--- src/rtl/bitslip_align.sv ---
// Word aligner for a deserializer with a bitslip input. It hunts for
// TRAIN_PATTERN by issuing bitslip pulses and confirms alignment over several
// consecutive words. Once locked it forwards the parallel data and watches
// for loss of alignment.
module bitslip_align #(
  parameter int                    DATA_WIDTH    = 8,
  parameter logic [DATA_WIDTH-1:0] TRAIN_PATTERN = DATA_WIDTH'(8'h0E),
  parameter logic [DATA_WIDTH-1:0] IDLE_WORD     = '0,
  parameter int                    SETTLE_CYCLES = 3,
  parameter int                    LOCK_COUNT    = 4,
  parameter int                    LOSS_COUNT    = 2
) (
  input  logic                          clkdiv,
  input  logic                          rst_n,
  input  logic [DATA_WIDTH-1:0]         q,
  input  logic                          train_en,
  input  logic                          restart,
  output logic                          bitslip,
  output logic                          locked,
  output logic                          fail,
  output logic [$clog2(DATA_WIDTH):0]   slip_count,
  output logic [DATA_WIDTH-1:0]         data_out,
  output logic                          data_valid
);

  localparam int SCW = $clog2(DATA_WIDTH) + 1;
  localparam int MW  = $clog2(LOCK_COUNT + 1);
  localparam int SW  = $clog2(SETTLE_CYCLES + 1);
  localparam int LW  = $clog2(LOSS_COUNT + 1);

  localparam logic [SCW-1:0] SLIP_MAX    = SCW'(DATA_WIDTH);
  localparam logic [MW-1:0]  LOCK_LAST   = MW'(LOCK_COUNT - 1);
  localparam logic [SW-1:0]  SETTLE_LAST = SW'(SETTLE_CYCLES - 1);
  localparam logic [LW-1:0]  LOSS_LAST   = LW'(LOSS_COUNT - 1);

  typedef enum logic [2:0] {
    S_IDLE, S_SEARCH, S_SLIP, S_SETTLE, S_LOCKED, S_FAIL
  } state_t;

  state_t                r_state;
  logic                  r_bitslip;
  logic                  r_locked;
  logic                  r_fail;
  logic [SCW-1:0]        r_slip_cnt;
  logic [DATA_WIDTH-1:0] r_data_out;
  logic                  r_data_valid;
  logic [MW-1:0]         r_match_cnt;
  logic [SW-1:0]         r_settle_cnt;
  logic [LW-1:0]         r_loss_cnt;

  logic w_is_pattern;
  logic w_is_idle;

  // Saturating slip counter increment: the count never wraps past DATA_WIDTH.
  function automatic logic [SCW-1:0] sat_inc(input logic [SCW-1:0] v);
    return (v >= SLIP_MAX) ? SLIP_MAX : v + 1'b1;
  endfunction

  // Word classification shared by the search and loss-of-lock checks.
  always_comb begin
    w_is_pattern = (q == TRAIN_PATTERN);
    w_is_idle    = (q == IDLE_WORD);
  end

  // Alignment FSM with all outputs registered; restart outranks every state.
  always_ff @(posedge clkdiv or negedge rst_n) begin
    if (!rst_n) begin
      r_state      <= S_IDLE;
      r_bitslip    <= 1'b0;
      r_locked     <= 1'b0;
      r_fail       <= 1'b0;
      r_slip_cnt   <= '0;
      r_data_out   <= '0;
      r_data_valid <= 1'b0;
      r_match_cnt  <= '0;
      r_settle_cnt <= '0;
      r_loss_cnt   <= '0;
    end else if (restart) begin
      r_state      <= S_IDLE;
      r_bitslip    <= 1'b0;
      r_locked     <= 1'b0;
      r_fail       <= 1'b0;
      r_slip_cnt   <= '0;
      r_data_valid <= 1'b0;
      r_match_cnt  <= '0;
      r_settle_cnt <= '0;
      r_loss_cnt   <= '0;
    end else begin
      // The pulse is one cycle wide by construction: it is only ever set on
      // entry to SLIP and SLIP always leaves after one cycle.
      r_bitslip    <= 1'b0;
      r_data_valid <= r_locked;
      case (r_state)
        S_IDLE: begin
          if (train_en && !w_is_idle) begin
            r_state     <= S_SEARCH;
            r_match_cnt <= '0;
          end
        end
        S_SEARCH: begin
          if (w_is_pattern) begin
            if (r_match_cnt == LOCK_LAST) begin
              r_state     <= S_LOCKED;
              r_locked    <= 1'b1;
              r_match_cnt <= '0;
              r_loss_cnt  <= '0;
            end else begin
              r_match_cnt <= r_match_cnt + 1'b1;
            end
          end else if (w_is_idle) begin
            r_match_cnt <= '0;
          end else begin
            r_match_cnt <= '0;
            if (r_slip_cnt == SLIP_MAX) begin
              r_state <= S_FAIL;
              r_fail  <= 1'b1;
            end else begin
              r_state    <= S_SLIP;
              r_bitslip  <= 1'b1;
              r_slip_cnt <= sat_inc(r_slip_cnt);
            end
          end
        end
        S_SLIP: begin
          r_state      <= S_SETTLE;
          r_settle_cnt <= '0;
        end
        S_SETTLE: begin
          // Deserializer output is in flux after a slip, so q is ignored here.
          if (r_settle_cnt == SETTLE_LAST) begin
            r_state <= S_SEARCH;
          end else begin
            r_settle_cnt <= r_settle_cnt + 1'b1;
          end
        end
        S_LOCKED: begin
          r_data_out <= q;
          // Idle words neither count toward loss nor break lock.
          if (train_en && !w_is_pattern && !w_is_idle) begin
            if (r_loss_cnt == LOSS_LAST) begin
              r_state     <= S_SEARCH;
              r_locked    <= 1'b0;
              r_slip_cnt  <= '0;
              r_loss_cnt  <= '0;
              r_match_cnt <= '0;
            end else begin
              r_loss_cnt <= r_loss_cnt + 1'b1;
            end
          end else begin
            r_loss_cnt <= '0;
          end
        end
        S_FAIL: begin
          r_fail <= 1'b1;
        end
        default: begin
          r_state <= S_IDLE;
        end
      endcase
    end
  end

  assign bitslip    = r_bitslip;
  assign locked     = r_locked;
  assign fail       = r_fail;
  assign slip_count = r_slip_cnt;
  assign data_out   = r_data_out;
  assign data_valid = r_data_valid;

endmodule

--- config.mk ---
export PLATFORM = sky130hd
export DESIGN_NAME = bitslip_align
export DESIGN_NICKNAME = d
export VERILOG_FILES = /design/src/rtl/bitslip_align.sv
export SDC_FILE = /design/constraint.sdc
export NUM_CORES = 1
export LEC_CHECK = 0
export CAP_MARGIN = 25
export CORE_MARGIN = 2
export CORE_UTILIZATION = 35
export CTS_CLUSTER_DIAMETER = 150
export DETAILED_ROUTE_END_ITERATION = 8
export PLACE_DENSITY = 0.65
export SLEW_MARGIN = 40
export SYNTH_ARGS = -nofsm -noshare
export SYNTH_HDL_FRONTEND = slang
export SYNTH_SLANG_ARGS = --single-unit
--- constraint.sdc ---
create_clock -name clkdiv -period 1.85 [get_ports clkdiv]
set_clock_uncertainty 0.2 [all_clocks]
set_input_delay 0.37 -clock clkdiv [delete_from_list [all_inputs] [get_ports clkdiv]]
set_output_delay 0.37 -clock clkdiv [all_outputs]
set_load 0.02 [all_outputs]
[Yosys cells after proc, flatten, opt, wreduce, memory -nomap -nowiden]
Cells that the tools add are included.
W data, S select, Z words.
Word-level totals
  register bits: 26
  latch bits: 0
  bits in writable memories: 0
  memory bits (read-only): 0
  input bits: 12
  output and inout bits: 16
  word-level logic and storage cells: 110
  memories: 0
Cells by class
  add/sub/neg operators: 4
  multipliers: 0
  divide/modulo/power cells: 0
  order comparisons: 1
  equal/unequal tests: 24
  shifts and indexed selects: 0
  multiplexer cells: 51
  bitwise logic cells: 1
  reduce and logical (&&, ||, !) cells: 19
Operators by type and width (count)
  $mux W3: 15
  $ne A3 B3 Y1 const B: 11
  $mux W4: 7
  $pmux W3 S6: 1
  $mux W1: 15
  $mux W2: 7
  $eq A3 B2 Y1 const B: 3
  $pmux W3 S3: 1
  $reduce_bool A3 Y1: 3
  $eq A8 B4 Y1 const B: 1
  $logic_not A8 Y1: 1
  $ne A4 B4 Y1 const B: 2
  $pmux W2 S2: 2
  $pmux W4 S2: 1
  $reduce_and A4 Y1: 2
  $reduce_and A7 Y1: 1
  $eq A3 B3 Y1 const B: 2
  $reduce_and A6 Y1: 1
  $reduce_and A5 Y1: 1
  $add A2 B1 Y2 const B: 2
  $add A4 B1 Y4 const B: 1
  $eq A4 B4 Y1 const B: 1
  $ge A4 B4 Y1 const B: 1
  $pmux W1 S2: 2
  other kinds (12): 16

[Logic depth before layout (Yosys ltp)]
  depth in word-level cells: 7
  gate-level depth with buffers: 7
  gate-level depth less buffers: 7

[Worst setup path before layout]
Ideal clock, no wire load.
  path kind: input-to-reg
  start point: in q[5]
  end point: reg r_slip_cnt[3], in the netlist slip_count[3]
  setup time: 0.147 ns
  arrival: 1.845 ns
  required time: 1.503 ns
  setup slack: -0.342 ns
  cell stages on the path: 7
  path buffers: 2
  cell sequence: or4_4 > buf_6 > a211o_1 > a41o_1 > buf_6 > a31oi_1 > a31oi_1
Between the ends
  cells in the longest elaborated chain, start to end: 6
  elaborated cells on any way between the ends: 10
  those cells by class: eq/ne (4); reduce/logical (6)
Ends and longest elaborated chain
  from (decl): RTL line 15  | input logic [DATA_WIDTH-1:0] q,
  $eq A8 B4 Y1: RTL line 61  | w_is_pattern = (q == TRAIN_PATTERN);
  $logic_not A1 Y1: RTL line 139  | if (train_en && !w_is_pattern && !w_is_idle) begin
  $logic_and A1 B1 Y1 (2 in series): RTL line 139
  $ne A3 B3 Y1 (no source line)
  $reduce_and A6 Y1 (no source line) (*)
  to (signal assigned): RTL line 120  | r_slip_cnt <= sat_inc(r_slip_cnt);
  to (decl): RTL line 44  | logic [SCW-1:0] r_slip_cnt;
Mark *: on every way between the ends. The rest lies on a longest branch, timed or not.
A chain may end at the register's enable or synchronous reset.

[Final worst setup path]
  start point: in q[6]
  end point: reg r_slip_cnt[3], in the netlist slip_count[3]
The elaborated chain is that of the path after synthesis.

==> qor.csv <==
stage;metric;value;unit
critical_path;slowest cell on the critical path;or4_4;
routing;count of unresolved DRC violations after routing;0;
timing;final worst path period need;1.925;ns
timing;Max Clock Freq;519.5;MHz
floorplan;Die X;67.39;um
yosys;library cell with the largest summed area after synthesis;dfrtp_1;
routing;routed via count divided by cell count;5.407;
routing;length of the first detailed-routing pass in iterations;4;
yosys;EDFF count, synth;0;
yosys;xor/xnor cell area share of the yosys netlist;0.6228;%
floorplan;floorplan die area;4541;sq um
yosys;Top FF cell, synth;dfrtp_1;
cts;Sinks on Clock Net;26;
finish;most common library cell in the layout ignoring fill and taps;dfrtp_1;
cts;Clock Latency Late Sink;0.28;ns
grt;maximum number of pins on one net before global-route repair;27;
yosys;sequential-to-total area share from yosys stat;46.26;%
yosys;complex-gate fraction of the synthesized area;18.95;%
timing;total count of hold-check failures in the final report;0;
cts;CTS tree;yes;
critical_path;data arrival time at the worst-slack endpoint;1.89;ns
cts;Clock transition at path regs;0.09;ns
placement;post-DP HPWL;2472;um
finish;leading cell types in the layout, fill and taps excluded;26 x dfrtp_1, 20 x buf_4, 8 x inv_1, 8 x mux2_2, 8 x clkdlybuf4s50_1;
floorplan;starting density of the core;35.67;%
timing;headroom to the max-slew limit;70.16;%
timing;worst hold-check slack;0.1166;ns
worst_hold_path;endpoint with the worst hold slack;data_out[6]$_DFFE_PN0P_;
critical_path;startpoint of the lowest-slack register-to-register path;r_state[1]$_DFFE_PN0P_;
critical_path;path depth of the worst reg2reg path;5;
run_status;run status;finished with violations;
critical_path;critical path class;in -> reg;
timing;fraction of the cycle the final worst path needs;104.0;%
yosys;fraction of synthesized cell area taken by the top area cell type;46.26;%
yosys;FF+latch count, synth;26;
yosys;synthesized-area fraction occupied by and/or/nand/nor cells;16.90;%
timing;Final setup violation count;5;
yosys;Syn Area/Cell;10.19;sq um
routing;per-cell routed wire length;15.54;um
grt;number of antenna violations at the first check in global routing;0;
cts;clock buffer count from CTS;3;
floorplan;IO Pins;28;
cts;maximum level of the CTS H-tree;1;
grt;overall track demand over capacity in global routing;17.29;%
flow_run;count of max-cap constraint violations;0;
yosys;syn_nets;154;
timing;setup repair after global routing missed its margin;yes;
power;Max rail drop VDD;0.4894;mV
grt;sum of overflow across all layers after global routing;0;
cts;Longest Clk Path Bufs;2;
power;Power per Cell Area;776.4;nW/um^2
routing;routed wire length;3667;um
worst_hold_path;worst min-delay path startpoint;q[6];
worst_hold_path;worst hold-check path type;in -> reg;
floorplan;placeable core region;3943;sq um
grt;vias in the first global route;1288;
critical_path;reg2reg end;slip_count[3]$_DFFE_PN0P_;
yosys;number of distinct library cells after synthesis;47;
finish;Total Nets Final;203;
finish;Area growth syn-to-layout;52.85;%
power;overall power;0.001669;W
placement;count of input and output buffers;27;
worst_hold_path;Hold Path Depth;2;
critical_path;chain of cells forming the critical path;buf_6, or4_4, buf_4, a2111oi_4, nor3_4, a31oi_1, a31oi_1;
yosys;synthesized instance count;138;
routing;Starting DRT DRC Count;49;
floorplan;standard-cell row count;23;
critical_path;most frequent CP cell;a31oi_1;
finish;sequential standard cell area;650.6;sq um
routing;routed vias;1276;
run_status;violations in the final reports;setup timing;
critical_path;nature of the critical path startpoint;input pin;
critical_path;required time of the critical path;1.81;ns
timing;PnR worst setup slack;-0.07486;ns
yosys;mapped cell area;1406;sq um
critical_path;Crit. End Element;flip-flop;
finish;number of filler instances in the final layout;340;
finish;n_diodes;0;
yosys;asr flop ratio synth;100.0;%
yosys;Adder-Cell Fraction of Synth Area;3.559;%
timing;number of pins exceeding their max-slew limit in the final report;0;
grt;wire length of the first global-routing pass;5892;um
cts;clock tree root buffer cell;clkbuf_8;
floorplan;DIE HEIGHT;67.39;um
critical_path;Worst R2R Setup Slack;-0.07;ns
yosys;multiplexer share of the synthesized area;7.829;%
critical_path;largest fanout on the critical path;4;
placement;last weighted congestion value of the routability-driven placer;0.8583;
yosys;largest family of logic cells by synthesized area;compound AO/OA/AOI/OAI gates;
critical_path;longest individual stage delay on the worst path;0.56;ns
routing;number of nets with antenna violations after detailed routing;0;
power;leakage power figure;1.097;nW
finish;area of the multi-input gates;898.4;sq um
timing;pin slew with the least headroom to its limit;0.4449;ns
yosys;YS warnings;0;
yosys;dominant cells by area after synthesis;dfrtp_1 46%, mux2_2 6.4%, ha_1 3.6%;
finish;share of cells above drive strength 1;42.47;%
==> worst max-delay path by stage <==
| stage | startpoint | endpoint | slack (ns) | cells past startpoint |
|---|---|---|---|---|
| 2_1_floorplan | q[5] | slip_count[3]$_DFFE_PN0P_ | -0.34 | 7 |
| 3_5_place_dp | q[5] | slip_count[3]$_DFFE_PN0P_ | -0.78 | 6 |
| 4_1_cts | q[6] | slip_count[0]$_DFFE_PN0P_ | -0.05 | 6 |
| 3_3_place_gp | restart | slip_count[3]$_DFFE_PN0P_ | -0.74 | 6 |
| 5_1_grt | r_state[1]$_DFFE_PN0P_ | slip_count[0]$_DFFE_PN0P_ | -0.16 | 5 |
| 6_report | q[6] | slip_count[3]$_DFFE_PN0P_ | -0.07 | 7 |
==> cells by family after synthesis <==
logic type               after synthesis
AND/OR/NAND/NOR                       44
AO/OA/AOI/OAI                         37
flip-flops                            26
buffers and inverters                 16
multiplexers                          10
adder cells (fa/ha/maj)                4
XOR/XNOR                               1
==> stage by stage <==
stage	instances	TNS (ns)	utilization, %	area (sq um)	setup slack (ns)
5_1_grt	236	-0.7613	54.52	2150	-0.1554
2_1_floorplan	138	-3.141	-	1424	-0.3417
3_3_place_gp	229	-11.70	47.25	1863	-0.7354
4_1_cts	235	-0.3539	51.51	2031	-0.05288
3_5_place_dp	229	-12.61	47.25	1863	-0.7769
6_report	236	-0.2168	54.52	2150	-0.07486
==> power breakdown <==
group | switching (W) | leakage (nW) | total (W) | internal, W
clock network | 0.000180 | 0.0288 | 0.000370 | 0.000191
registers | 0.0000389 | 0.358 | 0.000660 | 0.000621
logic | 0.000340 | 0.710 | 0.000638 | 0.000299
==> cell usage after synthesis, drive strengths merged (2+ instances only) <==
cell type,count
mux2,8
clkbuf,2
mux2i,2
a21o,2
or3,2
nor2b,3
ha,4
a22oi,2
nor2,8
nor3,6
nand2b,4
inv,8
nand2,10
a22o,2
nand3,3
o21ai,6
o21a,2
o31ai,2
nand3b,2
buf,6
dfrtp,26
a21oi,7
a31oi,2
==> area by class of cell <==
type,count,area share [%]
multi-input cells,97,41.79
flip-flops and latches,26,30.27
repair buffers,51,21.07
well taps,50,2.910
clock buffers,4,2.561
inverters,8,1.397
==> sequential cells by signal, summed over array words and instances, names as in the netlist <==
register / cells
data_out: 8
slip_count: 4
r_match_cnt: 3
r_state: 3
r_loss_cnt: 2
r_settle_cnt: 2
bitslip: 1
data_valid: 1
fail: 1
locked: 1
==> layer usage <==
metal | up-vias | wire [um] | track usage (%) | share of wire [%]
met2 | 46 | 1876 | 29.95 | 51
met1 | 622 | 1487 | 20.65 | 41
met3 | 11 | 224 | 4.667 | 6.1
met5 | - | 0 | 0 | 0
li1 | 597 | - | - | -
met4 | 0 | 78 | 5.867 | 2.1
==> worst max-delay path: cells and delay by family <==
kind | cells | cell delay, ns
and+or+nand+nor | 2 | 0.66
AOI/OAI and AO/OA | 3 | 0.60
buffers and inverters | 2 | 0.26
==> repair_timing <==
action | in CTS | in global routing
setup buffers | 1 | 1
hold buffers | 0 | 0
pin swaps | 11 | 13
endpoints found under the setup margin | 23 | 25
gates cloned | 1 | 0
resized for setup | 46 | 33
Power figures use the tool's default switching activity.
